### config.mk
export PLATFORM = sky130hd
export DESIGN_NAME = fpcmp_share_sched
export DESIGN_NICKNAME = d
export VERILOG_FILES = /design/src/rtl/fpcmp_pkg.sv /design/src/rtl/rr_arbiter.sv /design/src/rtl/fpcmp_share_sched.sv
export SDC_FILE = /design/constraint.sdc
export NUM_CORES = 1
export LEC_CHECK = 0
export ABC_AREA = 1
export CAP_MARGIN = 20
export CORE_MARGIN = 5
export CORE_UTILIZATION = 42
export DETAILED_ROUTE_END_ITERATION = 8
export HOLD_SLACK_MARGIN = 0.06
export MAX_ROUTING_LAYER = met4
export PLACE_DENSITY = 0.87
export REMOVE_ABC_BUFFERS = 1
export SLEW_MARGIN = 20
export SYNTH_ARGS = -nofsm -noshare
export SYNTH_HDL_FRONTEND = slang
export SYNTH_SLANG_ARGS = --single-unit
### constraint.sdc
create_clock -name clk -period 7.05 [get_ports clk]
set_input_delay 2.115 -clock clk [delete_from_list [all_inputs] [get_ports clk]]
set_output_delay 2.115 -clock clk [all_outputs]
set_load 0.05 [all_outputs]
### src/rtl/fpcmp_pkg.sv
// fpcmp_pkg: shared types and field helpers for the slab-test comparator scheduler.
// Optional feature macro: FPCMP_SCHED_NAN_EN (adds a nan bit to the tag).
package fpcmp_pkg;

  // Exception field encodings of the custom float format
  typedef enum logic [1:0] {
    EXC_ZERO   = 2'b00,
    EXC_NORMAL = 2'b01,
    EXC_INF    = 2'b10,
    EXC_NAN    = 2'b11
  } exc_e;

  // Tag id is sized for the largest supported requester count (8)
  localparam int unsigned TAG_IDW = 3;

  function automatic int unsigned exc_msb(input int unsigned width);
    return width;
  endfunction

  function automatic int unsigned exc_lsb(input int unsigned width);
    return width - 1;
  endfunction

  function automatic int unsigned sign_pos(input int unsigned width);
    return width - 2;
  endfunction

  typedef struct packed {
    logic               valid;
    logic [TAG_IDW-1:0] id;
`ifdef FPCMP_SCHED_NAN_EN
    logic               nan;
`endif
  } tag_t;

endpackage

### src/rtl/rr_arbiter.sv
// rr_arbiter: combinational round-robin grant, searching upward from ptr modulo NREQ.
module rr_arbiter #(
  parameter int unsigned NREQ = 4,
  parameter int unsigned IDW  = $clog2(NREQ)
) (
  input  logic [NREQ-1:0] req,
  input  logic            en,
  input  logic [IDW-1:0]  ptr,
  output logic [NREQ-1:0] gnt,
  output logic [IDW-1:0]  idx
);

  logic        found;
  int unsigned pos;

  // First requester at or after ptr wins; nothing is granted while disabled
  always_comb begin
    gnt   = '0;
    idx   = '0;
    found = 1'b0;
    pos   = 0;
    for (int unsigned k = 0; k < NREQ; k++) begin
      pos = (32'(ptr) + k) % NREQ;
      if (en && !found && req[pos]) begin
        found    = 1'b1;
        gnt[pos] = 1'b1;
        idx      = IDW'(pos);
      end
    end
  end

endmodule

### src/rtl/fpcmp_share_sched.sv
// fpcmp_share_sched: shares one pipelined FP >= comparator among NREQ requesters.
// Optional feature macro: FPCMP_SCHED_NAN_EN (resp_nan port, NaN forces resp_ge=0).
module fpcmp_share_sched
  import fpcmp_pkg::*;
#(
  parameter int unsigned NREQ    = 4,
  parameter int unsigned WIDTH   = 23,
  parameter int unsigned CMP_LAT = 3,
  parameter int unsigned IDW     = $clog2(NREQ)
) (
  input  logic                      clk,
  input  logic                      rst,
  input  logic [NREQ-1:0]           req_valid,
  output logic [NREQ-1:0]           req_ready,
  input  logic [NREQ*(WIDTH+1)-1:0] req_a,
  input  logic [NREQ*(WIDTH+1)-1:0] req_b,
  input  logic                      drain,
  output logic                      idle,
  output logic [WIDTH:0]            cmp_a,
  output logic [WIDTH:0]            cmp_b,
  input  logic                      cmp_ge,
  output logic [NREQ-1:0]           resp_valid,
  output logic [IDW-1:0]            resp_id,
  output logic                      resp_ge
`ifdef FPCMP_SCHED_NAN_EN
 ,output logic                      resp_nan
`endif
);

  localparam int unsigned OPW = WIDTH + 1;
`ifdef FPCMP_SCHED_NAN_EN
  localparam int unsigned EXC_MSB = exc_msb(WIDTH);
`endif

  logic [NREQ-1:0] gnt;
  logic [IDW-1:0]  gnt_idx;
  logic            accept;
  logic [IDW-1:0]  ptr_q, ptr_d;
  logic [WIDTH:0]  sel_a, sel_b;
  logic [WIDTH:0]  cmp_a_q, cmp_a_d, cmp_b_q, cmp_b_d;
  tag_t            tag_d;
  tag_t            tag_q [CMP_LAT+1];
  tag_t            tail;
  logic [NREQ-1:0] resp_valid_q, resp_valid_d;
  logic [IDW-1:0]  resp_id_q, resp_id_d;
  logic            resp_ge_q, resp_ge_d;
  logic            busy;
`ifdef FPCMP_SCHED_NAN_EN
  logic            resp_nan_q, resp_nan_d;
`endif

  // Gating en with rst keeps req_ready low throughout reset
  rr_arbiter #(.NREQ(NREQ), .IDW(IDW)) u_arb (
    .req (req_valid),
    .en  (~drain & rst),
    .ptr (ptr_q),
    .gnt (gnt),
    .idx (gnt_idx)
  );

  assign req_ready = gnt;
  assign accept    = |(req_valid & gnt);
  assign tail      = tag_q[CMP_LAT];

  // Mux the granted requester's operand pair
  always_comb begin
    sel_a = '0;
    sel_b = '0;
    for (int unsigned i = 0; i < NREQ; i++) begin
      if (gnt_idx == IDW'(i)) begin
        sel_a = req_a[i*OPW +: OPW];
        sel_b = req_b[i*OPW +: OPW];
      end
    end
  end

  // Issue: capture operands, launch a tag and advance the pointer on accept
  always_comb begin
    cmp_a_d = cmp_a_q;
    cmp_b_d = cmp_b_q;
    ptr_d   = ptr_q;
    tag_d   = '0;
    if (accept) begin
      cmp_a_d     = sel_a;
      cmp_b_d     = sel_b;
      tag_d.valid = 1'b1;
      tag_d.id    = TAG_IDW'(gnt_idx);
`ifdef FPCMP_SCHED_NAN_EN
      tag_d.nan   = (sel_a[EXC_MSB -: 2] == EXC_NAN) || (sel_b[EXC_MSB -: 2] == EXC_NAN);
`endif
      ptr_d       = (gnt_idx == IDW'(NREQ - 1)) ? '0 : gnt_idx + IDW'(1);
    end
  end

  // Result register loads from the tail tag alongside the comparator output
  always_comb begin
    resp_valid_d = tail.valid ? (NREQ'(1) << tail.id) : '0;
    resp_id_d    = IDW'(tail.id);
`ifdef FPCMP_SCHED_NAN_EN
    resp_ge_d    = cmp_ge & ~tail.nan;
    resp_nan_d   = tail.nan;
`else
    resp_ge_d    = cmp_ge;
`endif
  end

  // Operand, pointer, tag pipeline and result registers
  always_ff @(posedge clk or negedge rst) begin
    if (!rst) begin
      cmp_a_q      <= '0;
      cmp_b_q      <= '0;
      ptr_q        <= '0;
      for (int unsigned k = 0; k <= CMP_LAT; k++) tag_q[k] <= '0;
      resp_valid_q <= '0;
      resp_id_q    <= '0;
      resp_ge_q    <= 1'b0;
`ifdef FPCMP_SCHED_NAN_EN
      resp_nan_q   <= 1'b0;
`endif
    end else begin
      cmp_a_q      <= cmp_a_d;
      cmp_b_q      <= cmp_b_d;
      ptr_q        <= ptr_d;
      tag_q[0]     <= tag_d;
      for (int unsigned k = 1; k <= CMP_LAT; k++) tag_q[k] <= tag_q[k-1];
      resp_valid_q <= resp_valid_d;
      resp_id_q    <= resp_id_d;
      resp_ge_q    <= resp_ge_d;
`ifdef FPCMP_SCHED_NAN_EN
      resp_nan_q   <= resp_nan_d;
`endif
    end
  end

  // Idle when no tag or result is outstanding
  always_comb begin
    busy = |resp_valid_q;
    for (int unsigned k = 0; k <= CMP_LAT; k++) busy = busy | tag_q[k].valid;
  end

  assign idle       = ~busy;
  assign cmp_a      = cmp_a_q;
  assign cmp_b      = cmp_b_q;
  assign resp_valid = resp_valid_q;
  assign resp_id    = resp_id_q;
  assign resp_ge    = resp_ge_q;
`ifdef FPCMP_SCHED_NAN_EN
  assign resp_nan   = resp_nan_q;
`endif

endmodule
# Yosys cells after proc, flatten, opt, wreduce, memory -nomap -nowiden

Index checks and enable logic that the tools add are counted.

ROM bits: 0
Word-level logic and storage cells: 96
Bits of input ports: 200
RAM bits: 0
Output and inout port bits: 60
Bits in latches: 0
Memories: 0
Flip-flop bits (word level): 73

Add/subtract/negate cells: 4
Shifts and indexed selects: 1
Bitwise logic cells: 11
Reductions and logical operators: 17
Divide/modulo/power cells: 0
Order comparisons: 8
$mul: 0
Equality and inequality tests: 3
Mux-type cells: 38

Operators by type and width:

| cell                  | number |
|---|---|
| $mux W24              | 8 |
| $mux W4               | 6 |
| $lt A2 B3 Y1 const B  | 4 |
| $or A4 B4 Y4          | 3 |
| $logic_and A1 B1 Y1   | 11 |
| $mux W1               | 11 |
| $mux W2               | 5 |
| $bmux W1 S2           | 4 |
| $demux W1 S2          | 4 |
| $ge A2 B1 Y1 const B  | 4 |
| $reduce_or A4 Y1      | 2 |
| $add A2 B1 Y2 const B | 2 |
| $add A2 B2 Y2 const B | 2 |
| $and A4 B4 Y4         | 1 |
| $eq A2 B2 Y1 const B  | 2 |
| $or A1 B1 Y1          | 4 |
| $shl A1 B3 Y4 const A | 1 |
| $logic_not A1 Y1      | 3 |
| $eq A2 B1 Y1 const B  | 1 |
| $logic_not A2 Y1      | 1 |
| $not A1 Y1            | 2 |
| $and A1 B1 Y1         | 1 |

# Depth between registers and ports, before layout

Gate-level depths: netlist of the first run.

Word-level depth: 21
Depth in mapped cells: 23
Mapped depth without buffers: 19

# Modules after synthesis

A second synthesis of the first run with hierarchy kept.

Cell total of the unflattened synthesis: 812
Area, all modules: 4,949.7 um^2

By module, submodules not included:

| module            | cells each | area an instance (um^2) | times used | seq. area each (um^2) |
|---|---|---|---|---|
| fpcmp_share_sched | 731        | 4,456.8                 | 1          | 1,726.7 |
| rr_arbiter        | 81         | 493.0                   | 1          | 0.0 |

# Worst setup path before layout of the first run

OpenSTA, ideal clock, no wires.

Path kind: input to output
From: input port rst
To: output port req_ready[1]
Required time: 4,935 ps
Stages on the path: 8
Slack: 1,898 ps
Buffers on the path: 0
Data arrival time: 3,037 ps
Cell sequence: inv_1 nor2_1 inv_1 nor2_1 nand2_1 nand2_1 inv_1 nand3_2

Longest elaborated chain between the ends: 15
Elaborated cells between the ends (all ways): 21
Those cells by class: mux: 7; bitwise: 4; reduce/logical: 10

Ends and longest elaborated chain:

| item                              | RTL line                | text |
|---|---|---|
| start, declared                   | fpcmp_share_sched.sv:12 | `input logic rst,` |
| $and A1 B1 Y1 *                   | fpcmp_share_sched.sv:55 | `.en (~drain & rst),` |
| $logic_and A1 B1 Y1               | rr_arbiter.sv:24        | `if (en && !found && req[pos]) begin` |
| $mux W1                           | rr_arbiter.sv:24        |  |
| $logic_not A1 Y1                  | rr_arbiter.sv:24        |  |
| $logic_and A1 B1 Y1 (2 in series) | rr_arbiter.sv:24        |  |
| $mux W1                           | rr_arbiter.sv:24        |  |
| $logic_not A1 Y1                  | rr_arbiter.sv:24        |  |
| $logic_and A1 B1 Y1 (2 in series) | rr_arbiter.sv:24        |  |
| $mux W1                           | rr_arbiter.sv:24        |  |
| $logic_not A1 Y1                  | rr_arbiter.sv:24        |  |
| $logic_and A1 B1 Y1 (2 in series) | rr_arbiter.sv:24        |  |
| $mux W4 *                         | rr_arbiter.sv:24        |  |
| end, declared                     | fpcmp_share_sched.sv:14 | `output logic [NREQ-1:0] req_ready,` |

Mark *: on every way between the ends. The rest lies on a longest branch, timed or not.

# Final worst setup path of the first run

From: input port req_valid[2]
To: output port req_ready[1]

Longest elaborated chain between the ends: 16
Elaborated cells between the ends (all ways): 28
Those cells by class: mux: 15; bitwise: 3; reduce/logical: 10

Ends and longest elaborated chain:

| item                              | RTL line                | text |
|---|---|---|
| start, declared                   | fpcmp_share_sched.sv:13 | `input logic [NREQ-1:0] req_valid,` |
| $bmux W1 S2                       | rr_arbiter.sv:24        |  |
| $mux W1 (implied by the code)     | rr_arbiter.sv:24        |  |
| $logic_and A1 B1 Y1               | rr_arbiter.sv:24        |  |
| $mux W1                           | rr_arbiter.sv:24        |  |
| $logic_not A1 Y1                  | rr_arbiter.sv:24        |  |
| $logic_and A1 B1 Y1 (2 in series) | rr_arbiter.sv:24        |  |
| $mux W1                           | rr_arbiter.sv:24        |  |
| $logic_not A1 Y1                  | rr_arbiter.sv:24        |  |
| $logic_and A1 B1 Y1 (2 in series) | rr_arbiter.sv:24        |  |
| $mux W1                           | rr_arbiter.sv:24        |  |
| $logic_not A1 Y1                  | rr_arbiter.sv:24        |  |
| $logic_and A1 B1 Y1 (2 in series) | rr_arbiter.sv:24        |  |
| $mux W4 *                         | rr_arbiter.sv:24        |  |

Mark *: on every way between the ends. The rest lies on a longest branch, timed or not. The select of a mux whose other input is x is not followed.

==> metrics.txt, run 1 <==
status=finished, final reports clean; die height=around 110 µm; core area=between 10000 and 15000 µm²; Synth area leaders=dfrtp_1 (37%), nand2_1 (18%), o21ai_0 (14%); first-pass detailed-route iteration total=4; crit share post-route=a little under nine tenths; RSZ-0062 raised after global routing=false; DR WL/cell=around 17 µm; DIE WIDTH=about 110 µm; met3 WL=~1300 µm; reg2reg start=ptr_q[1]$_DFFE_PN0N_; Syn-to-layout area delta=60.73%; area leader, netlist=dfrtp_1; vias in the first global route=around 5300; register bit count reported by yosys=69; worst reg2reg setup slack=2.65 ns; Critical Path AT=between 3 and 4 ns; crit path from=req_valid[2]; Setup TNS=0 ns; drt total wl=roughly 17000 µm; worst-margin pin slew=1.036 ns; most numerous cell in the Yosys netlist=nand2_1; Top Metal Used=met4; Mapped Area=between 4000 and 5000 µm²; largest net degree at the start of global routing=70; max-slew violations=0; first-pass GRT wire length=~27000 µm; Cell variety after synth=29; Ant. Diodes=0; Max Clk Rate=0.1667 GHz; R2R Path End=cmp_a[2]$_DFFE_PN0N_; sequential share of the synthesized area=37.38%; Rel. slew slack=30.90%; fillers=between 900 and 1000; post-route minimum period=around 6 ns; Critical Path RT=around 4.9 ns; H-tree depth=3; Resized cells post-CTS=0; total grt overflow=0; Post-synth EDFFs=0; Worst Hold Class=register to register; WL met1=just under 7000 µm; crit path to=req_ready[1]; fraction of registers with async set/reset=100.0%; Crit. End Element=output port; max incr delay on CP=~0.48 ns; most instantiated cells after synthesis=nand2_1 (227), o21ai_0 (132), dfrtp_1 (69), nand3_1 (58), a21oi_1 (49); HPWL Detailed=roughly 12000 µm; I/O Pins=260; fin nets=roughly 1100; starting density of the core=between 40% and 50%; CTS tree=done; initial antenna violation count=0; Setup violations, final=0; Multi-input gate area=approximately 2600 µm²; Ys Warns=0; layout cell share with drive strength beyond 1=6.104%; Max Root-Sink Buffers=2; gate count after technology mapping=between 600 and 700; GRT Overall Usage=about a quarter; startpoint types=input pin; Post CTS Setup Buffer Count=0; Root Buffer=clkbuf_8; WL met2=between 8000 and 9000 µm; vias per inst=between 5 and 6; Power per Cell Area=approximately 450 nW/µm²; CP cell instances=clkdlybuf4s50_1, nand2_1, nand3_1, nand2_1, inv_2, nor2_2, nand3_1, nand3_2, buf_4; maximum VDD drop=approximately 0.00030 V; Post-route DRC=0; Worst-path clk slew=0.09 ns; Post-DRT Antenna Nets=0; slowest stage cell, crit path=clkdlybuf4s50_1; area share of the largest cell type after synthesis=between 30% and 40%; CP Max Fanout=11; power after layout=3310 µW; Leak Pwr=approximately 0.0034 µW; Max-Cap Viols=0; initial DRC count=around 360; CTS sink cnt=slightly below 70; syn_area_per_cell=~6.9 µm²; Synth Flop Type=dfrtp_1; Worst Skew=approximately 0.013 ns; worst skew pair latency=~0.34 ns; via count=~5400; Final Hold Fails=0; die footprint=13200 µm²; hold buffers post-CTS=0; port bufs=roughly 260; Reg area=~1700 µm²; reg2reg path depth=19; CTS Buf Count=9; Hold Slack=about 0.34 ns; WS Path Type=input pin to output port; routability congestion estimate from global placement=~0.90; Rows=38; Min-Delay Path Depth=0
==> per-stage QoR <==
step | util (%) | setup WS (ns) | instance area, µm² | std cells
after global placement | 66.67 | 1.078 | 7196 | 1025
after global routing | 68.79 | 0.9448 | 7425 | 1041
final | 68.79 | 1.050 | 7425 | 1041
after detailed placement | 66.67 | 1.092 | 7196 | 1025
after CTS | 68.79 | 1.079 | 7425 | 1041
after floorplan | - | 1.406 | 4365 | 619
==> worst min-delay path by stage <==
stage,start,to
global route,tag_q[12]$_DFF_PN0_,tag_q[8]$_DFF_PN0_
floorplan,tag_q[4]$_DFF_PN0_,resp_id_d[0]$_DFF_PN0_
global placement,tag_q[9]$_DFF_PN0_,tag_q[5]$_DFF_PN0_
detailed placement,tag_q[9]$_DFF_PN0_,tag_q[5]$_DFF_PN0_
CTS,tag_q[4]$_DFF_PN0_,resp_id_d[0]$_DFF_PN0_
finish,tag_q[4]$_DFF_PN0_,resp_id_d[0]$_DFF_PN0_
==> layer usage <==
layer / vias up / GRT usage, %
met5: - / -
met4: 0 / 8.294
met3: 27 / 5.895
met2: 215 / 44.48
met1: 2491 / 30.18
li1: 2693 / -
==> kinds of logic after synthesis <==
logic type      count (synthesis)  share of synthesized area [%]
flops                          69                          37.38
fa+ha+maj                      12                          3.250
buf+inv                        73                          7.313
simple gates                  319                          30.50
compound gates                198                          21.56
==> power by group <==
group          total (µW)  switching (µW)  internal, µW
clock network         372             166           205
registers             635            90.8           544
logic                2300            1510           791
total                3310            1770          1540
==> cell type report <==
| cell class | count | share of cell area [%] |
|---|---|---|
| Clock buffer | 9 | 1.668 |
| Clock inverter | 7 | 1.416 |
| Inverter | 21 | 1.129 |
| Sequential cell | 69 | 23.26 |
| Tap cell | 140 | 2.359 |
| Timing Repair Buffer | 266 | 35.63 |
| Multi-Input combinational cell | 529 | 34.55 |
==> critical path, delay by kind of cell <==
family	cells	cell delay, ns
buffers and inverters	3	0.72
AND/OR/NAND/NOR	6	1.04
==> placed cells by master, fill, tap and decap left out, drive strengths merged <==
cell,instances
a21oi,49
a31oi,1
buf,12
bufinv,2
clkbuf,9
clkdlybuf4s50,254
clkinvlp,1
dfrtp,69
ha,12
inv,25
nand2,235
nand3,68
nand4,2
nor2,8
nor3,4
nor4,2
o2111ai,1
o21ai,147
==> registers in the layout, indices dropped and copies added, names as in the netlist <==
register,count
cmp_a,24
cmp_b,24
tag_q,10
resp_valid,4
ptr_q,2
resp_id,2
resp_id_d,2
resp_ge,1
(Power assumes the default switching activity.)
==> run 2, diff against run 1 <==
- CTS_CLUSTER_SIZE: not set -> 10
- SKIP_CTS_REPAIR_TIMING: not set -> 1
==> results of run 2 <==
The final DEF is identical to that of run 1; final timing and power are the same.
==> run 3, diff against run 2 <==
- PLACE_DENSITY: 0.87 -> 0.91
- SKIP_LAST_GASP: not set -> 1
==> metrics.txt, run 3 (synthesis gave the netlist of run 1 again) <==
status=finished, final reports clean; initial DRC count=342; maximum VDD drop=about 0.00027 V; startpoint types=input pin; Max Root-Sink Buffers=2; Worst Hold Class=register to register; fin nets=1109; port bufs=approximately 260; slowest stage cell, crit path=clkdlybuf4s50_1; layout cell share with drive strength beyond 1=under 10%; core area=around 11000 µm²; initial antenna violation count=0; GRT Overall Usage=between 20% and 30%; Syn-to-layout area delta=60.08%; CTS sink cnt=69; die footprint=roughly 13000 µm²; Crit. End Element=output port; Finished Cell Area=about 7400 µm²; Setup violations, final=0; max-slew violations=0; Worst-path clk slew=roughly 0.080 ns; total grt overflow=0; starting density of the core=a little over two fifths; most frequent cells in the layout=clkdlybuf4s50_1 (254), nand2_1 (227), o21ai_0 (132), dfrtp_1 (69), nand3_1 (58); Post-DRT Antenna Nets=0; Max Clk Rate=around 0.17 GHz; Final Hold Fails=0; Critical Path AT=~3.9 ns; final setup margin=roughly 1.1 ns; Leak Pwr=~0.0034 µW; CTS Buf Count=9; max incr delay on CP=between 0.4 and 0.5 ns; CTS tree=done; largest net degree at the start of global routing=70; dpl ws=about 1.1 ns; post-route minimum period=5.962 ns; Rel. slew slack=between 40% and 50%; CP cell instances=clkdlybuf4s50_1, nand2_1, nand3_2, nand2_4, nand2_4, nor2_2, nand3_1, nand3_2, buf_4; worst-margin pin slew=0.8672 ns; I/O Pins=260; DR WL/cell=~16 µm; Worst Skew=roughly 0.01 ns; Critical Path RT=4.93 ns; Rows=38; worst skew pair latency=between 0.3 and 0.4 ns; WS Path Type=input pin to output port; routability congestion estimate from global placement=0.8973; Ant. Diodes=0; Placed Area=7191 µm²; Power per Cell Area=around 440 nW/µm²; Max-Cap Viols=0; DIE WIDTH=about 110 µm; vias in the first global route=5197; Post-route DRC=0; via count=between 5000 and 6000; die height=between 100 and 150 µm; Setup TNS=0 ns; H-tree depth=3; vias per inst=between 5 and 6; HPWL Detailed=12510 µm; CP Max Fanout=11; commonest non-fill, non-tap cell in the layout=clkdlybuf4s50_1; first-pass detailed-route iteration total=5; Root Buffer=clkbuf_8; RSZ-0062 raised after global routing=false; crit share post-route=between 80 and 90%; drt total wl=about 17000 µm; first-pass GRT wire length=between 20000 and 30000 µm
[run 3: cell count changes in the layout (fill, tap and decap cells not counted)]
cell / change
clkinvlp_4: +1
buf_12: -1
clkinv_4: +1
bufinv_16: -1
inv_8: -1
buf_4: +2
[run 3: path summary, 6_finish.rpt]
kind / start / end / slack (ns) / cells past startpoint
setup / recovery: req_valid[3] / req_ready[2] / 1.09 / 9
hold / removal: tag_q[9]$_DFF_PN0_ / tag_q[5]$_DFF_PN0_ / 0.35 / 0
setup reg to reg: ptr_q[1]$_DFFE_PN0N_ / cmp_a[14]$_DFFE_PN0N_ / 2.61 / 19
hold reg to reg: tag_q[9]$_DFF_PN0_ / tag_q[5]$_DFF_PN0_ / 0.35 / 0
max in group asynchronous: rst / cmp_a[1]$_DFFE_PN0N_ / 4.51 / 2
min in group asynchronous: rst / tag_q[13]$_DFF_PN0_ / 2.00 / 2
[run 3: per-stage QoR]
step	hold WS (ns)	total power, µW	utilization [%]	std cells
2_1_floorplan	0.3312	2163	-	619
3_3_place_gp	0.3316	2909	66.62	1026
3_5_place_dp	0.3362	2940	66.62	1026
4_1_cts	0.3551	3280	68.51	1042
5_1_grt	0.3672	3564	68.51	1042
6_report	0.3520	3256	68.51	1042
[run 3: final cells by class]
cell class | instances | area (µm²)
Clock buffer | 9 | 123.9
Inverter | 21 | 83.83
Fill cell | 914 | 3398
Sequential cell | 69 | 1727
Multi-Input combinational cell | 529 | 2565
Timing Repair Buffer | 267 | 2640
Tap cell | 140 | 175.2
Clock inverter | 7 | 80.08
[run 3: layer usage]
metal	vias up	part of all wire (%)	GRT usage [%]
li1	2688	-	-
met1	2448	40	31.20
met2	241	49	42.48
met3	23	8.6	5.895
met4	0	1.9	7.042
met5	-	0	-
[run 3: worst max-delay path: cells and delay by family]
family | cells | cell delay (ns)
buffers and inverters | 2 | 0.65
AND/OR/NAND/NOR | 7 | 1.06
[run 3: where the power goes]
group	leakage [µW]	internal [µW]	switching (µW)
registers	0.000894	545	91.8
logic	0.00237	791	1500
clock network	0.0000968	168	162
==> patch (flow settings as in run 1) <==
Reset style: synchronous (`rst`), changed in one clocked block.
--- a/src/rtl/fpcmp_share_sched.sv
+++ b/src/rtl/fpcmp_share_sched.sv
@@ -105,7 +105,7 @@
   end
 
   // Operand, pointer, tag pipeline and result registers
-  always_ff @(posedge clk or negedge rst) begin
+  always_ff @(posedge clk) begin
     if (!rst) begin
       cmp_a_q      <= '0;
       cmp_b_q      <= '0;
Behaviour: differs if rst is asserted again (counterexample within 4 cycles, from zero or initial values and one cycle with rst low); with rst held inactive, the same outputs for 10 cycles.
==> patch against run 1 <==
Setup slack worse by 0.39 ns. Via count increased by 6.1%. Worst hold slack gained 0.066 ns. Synthesized area shrank 0.11%. Fmax down 6.1%. Combinational power is 15% lower. Non-clock buffer count rose by 1. Sequential cell count did not move. Design area down 0.89%. Wire length rose by 1.4%. Total power down 15%. Highest routed layer unchanged.
==> patch: results (changes against run 1) <==
Power and ir drop
  • VDD IR max: 0.0002211 V (-26%)
  • LEAKAGE: 3.387 nW (+0.19%)

Synth
  • Synth cell types: 22 (-24%)
  • Seq/Total Area, Yosys: 29.93% (-7.4 points)
  • XOR/XNOR Fraction of Synth Area: 0% (unchanged)
  • Synth Area in Compound Gates: 17.14% (-4.4 points)
  • Post-synth top cells: nand2_1 (234), o21ai_0 (109), nor2_1 (105), dfxtp_1 (69), inv_1 (67)
  • Syn Area/Cell: 5.863 um^2 (-15%)
  • Top FF cell, synth: dfxtp_1
  • YS warnings: 0 (unchanged)
  • Post-Synth Adder-Cell Area: 3.254% (+0.0035 points)
  • Fraction of synthesis flops using an asynchronous set or reset pin: 0% (-100 points)
  • Top post-synthesis cells by area: dfxtp_1 (30%), nand2_1 (19%), o21ai_0 (12%)
  • Multiplexer share of the synthesized area: 0% (unchanged)

Clock network
  • PostCTS Resize Cnt: 0 (unchanged)
  • Htree depth: 3 (unchanged)
  • Root Driver: clkbuf_8
  • Reg clk slew, reported paths: 0.07 ns (-0.02 ns)
  • Max clock buf depth: 2 (unchanged)
  • Worst skew pair latency: 0.34 ns (about the same)

GRT
  • First-pass GRT wire length: 26850 um (+0.78%)
  • Vias in the first global route: 5396 (+1.5%)
  • Met3 GRT Util: 9.842% (+3.9 points)
  • GRT Total Usage: 26.68% (+0.71 points)
  • Met2 Resource Use GR: 43.62% (-0.87 points)
  • Antenna violations before repair: 1 (+1)
  • Pin count of the biggest net entering global routing: 83 (+19%)
  • Met1 Use GR: 28.73% (-1.4 points)

Timing
  • Clock skew: 0.005472 ns (-0.007125 ns)
  • Slew @ Worst Pin: 0.9925 ns (-0.04395 ns)
  • # setup viols final: 0 (unchanged)

Detailed routing
  • WL per Instance: 15.11 um (-8.6%)
  • Met2 routed WL: 8055 um (-6.0%)
  • Initial drt markers: 332 (-7.0%)
  • Met3 wire len: 1981 um (+51%)
  • Drt first pass iters: 7 (+3)
  • Vias post-DR: 5755 (+6.1%)
  • Drt total wl: 17450 um (+1.4%)
  • M1 WL: 6658 um (-3.2%)

Hold path
  • Hold Crit Class: reg -> reg
  • Worst hold path depth: 2 (+2)

Placement
  • Pre-CTS setup slack: 0.6689 ns (-0.4229 ns)
  • GPL Wtd Cong: 0.8857 (-1.9%)
  • Placed Area: 0.007191 mm^2 (about the same)
  • Dpl cells: 1140 (+11%)
  • Post-DP HPWL: 13200 um (+7.6%)
  • I/O Buffers: 259 (unchanged)

Layout
  • Fillers: 995 (+6.0%)
  • Synthesis-to-finish area growth: 59.46%
  • Share of cells above drive strength 1: 4.339% (-1.8 points)
  • Layout net count: 1223 (+10%)

Status
  • Outcome: finished clean

Worst setup path
  • Critical-path maximum fanout: 11 (unchanged)
  • Cells on worst reg2reg path: 18 (-1)
[patch: cell types whose count changed in the layout (fill, tap and decap cells not counted), sizes merged, moves of 3 or more]
cell / change
nand2: +3
clkbuf: +3
nor2: +101
inv: +45
dfrtp: -69
nor3: -4
o21ai: -38
clkdlybuf4s50: +4
clkinv: +4
dfxtp: +69
buf: -3
[patch: layout make-up]
| class | instances | area share [%] |
|---|---|---|
| repair buffers | 267 | 35.98 |
| diodes | 1 | 0.03401 |
| clock buffers | 12 | 2.108 |
| multi-input cells | 592 | 36.92 |
| well taps | 140 | 2.381 |
| inverters | 72 | 3.673 |
| flip-flops and latches | 69 | 18.77 |
| clock inverters | 2 | 0.1360 |
[patch: report_power, final]
group	leakage, nW	total [mW]	switching (mW)	internal (mW)
Combinational	2.74	1.96	1.28	0.681
Sequential	0.562	0.577	0.0664	0.511
Clock	0.0881	0.285	0.143	0.142
Total	3.39	2.82	1.49	1.33
[patch: cell families (layout without fill, tap and decap cells)]
| group | Yosys count | in the layout |
|---|---|---|
| AND/OR/NAND/NOR | 422 | 422 |
| adder cells (fa/ha/maj) | 12 | 12 |
| buffers and inverters | 126 | 353 |
| flip-flops | 69 | 69 |
| AO/OA/AOI/OAI | 158 | 158 |
| other | 0 | 1 |
[patch: worst max-delay path, stage by stage]
cell             delay, ns
clkdlybuf4s50_1       0.44
nand2_1               0.12
nand3_2               0.10
nand2_4               0.12
nand2_2               0.08
nor2_4                0.22
nand3_1               0.11
nand3_1               0.14
clkdlybuf4s50_1       0.82
[patch: final timing paths]
kind	slack, ns	end	startpoint
max	0.66	req_ready[0]	req_valid[3]
min	0.41	tag_q[2][0]	tag_q[1][0]
max reg2reg	2.71	cmp_b[12]	ptr_q[0]
min reg2reg	0.41	tag_q[2][0]	tag_q[1][0]
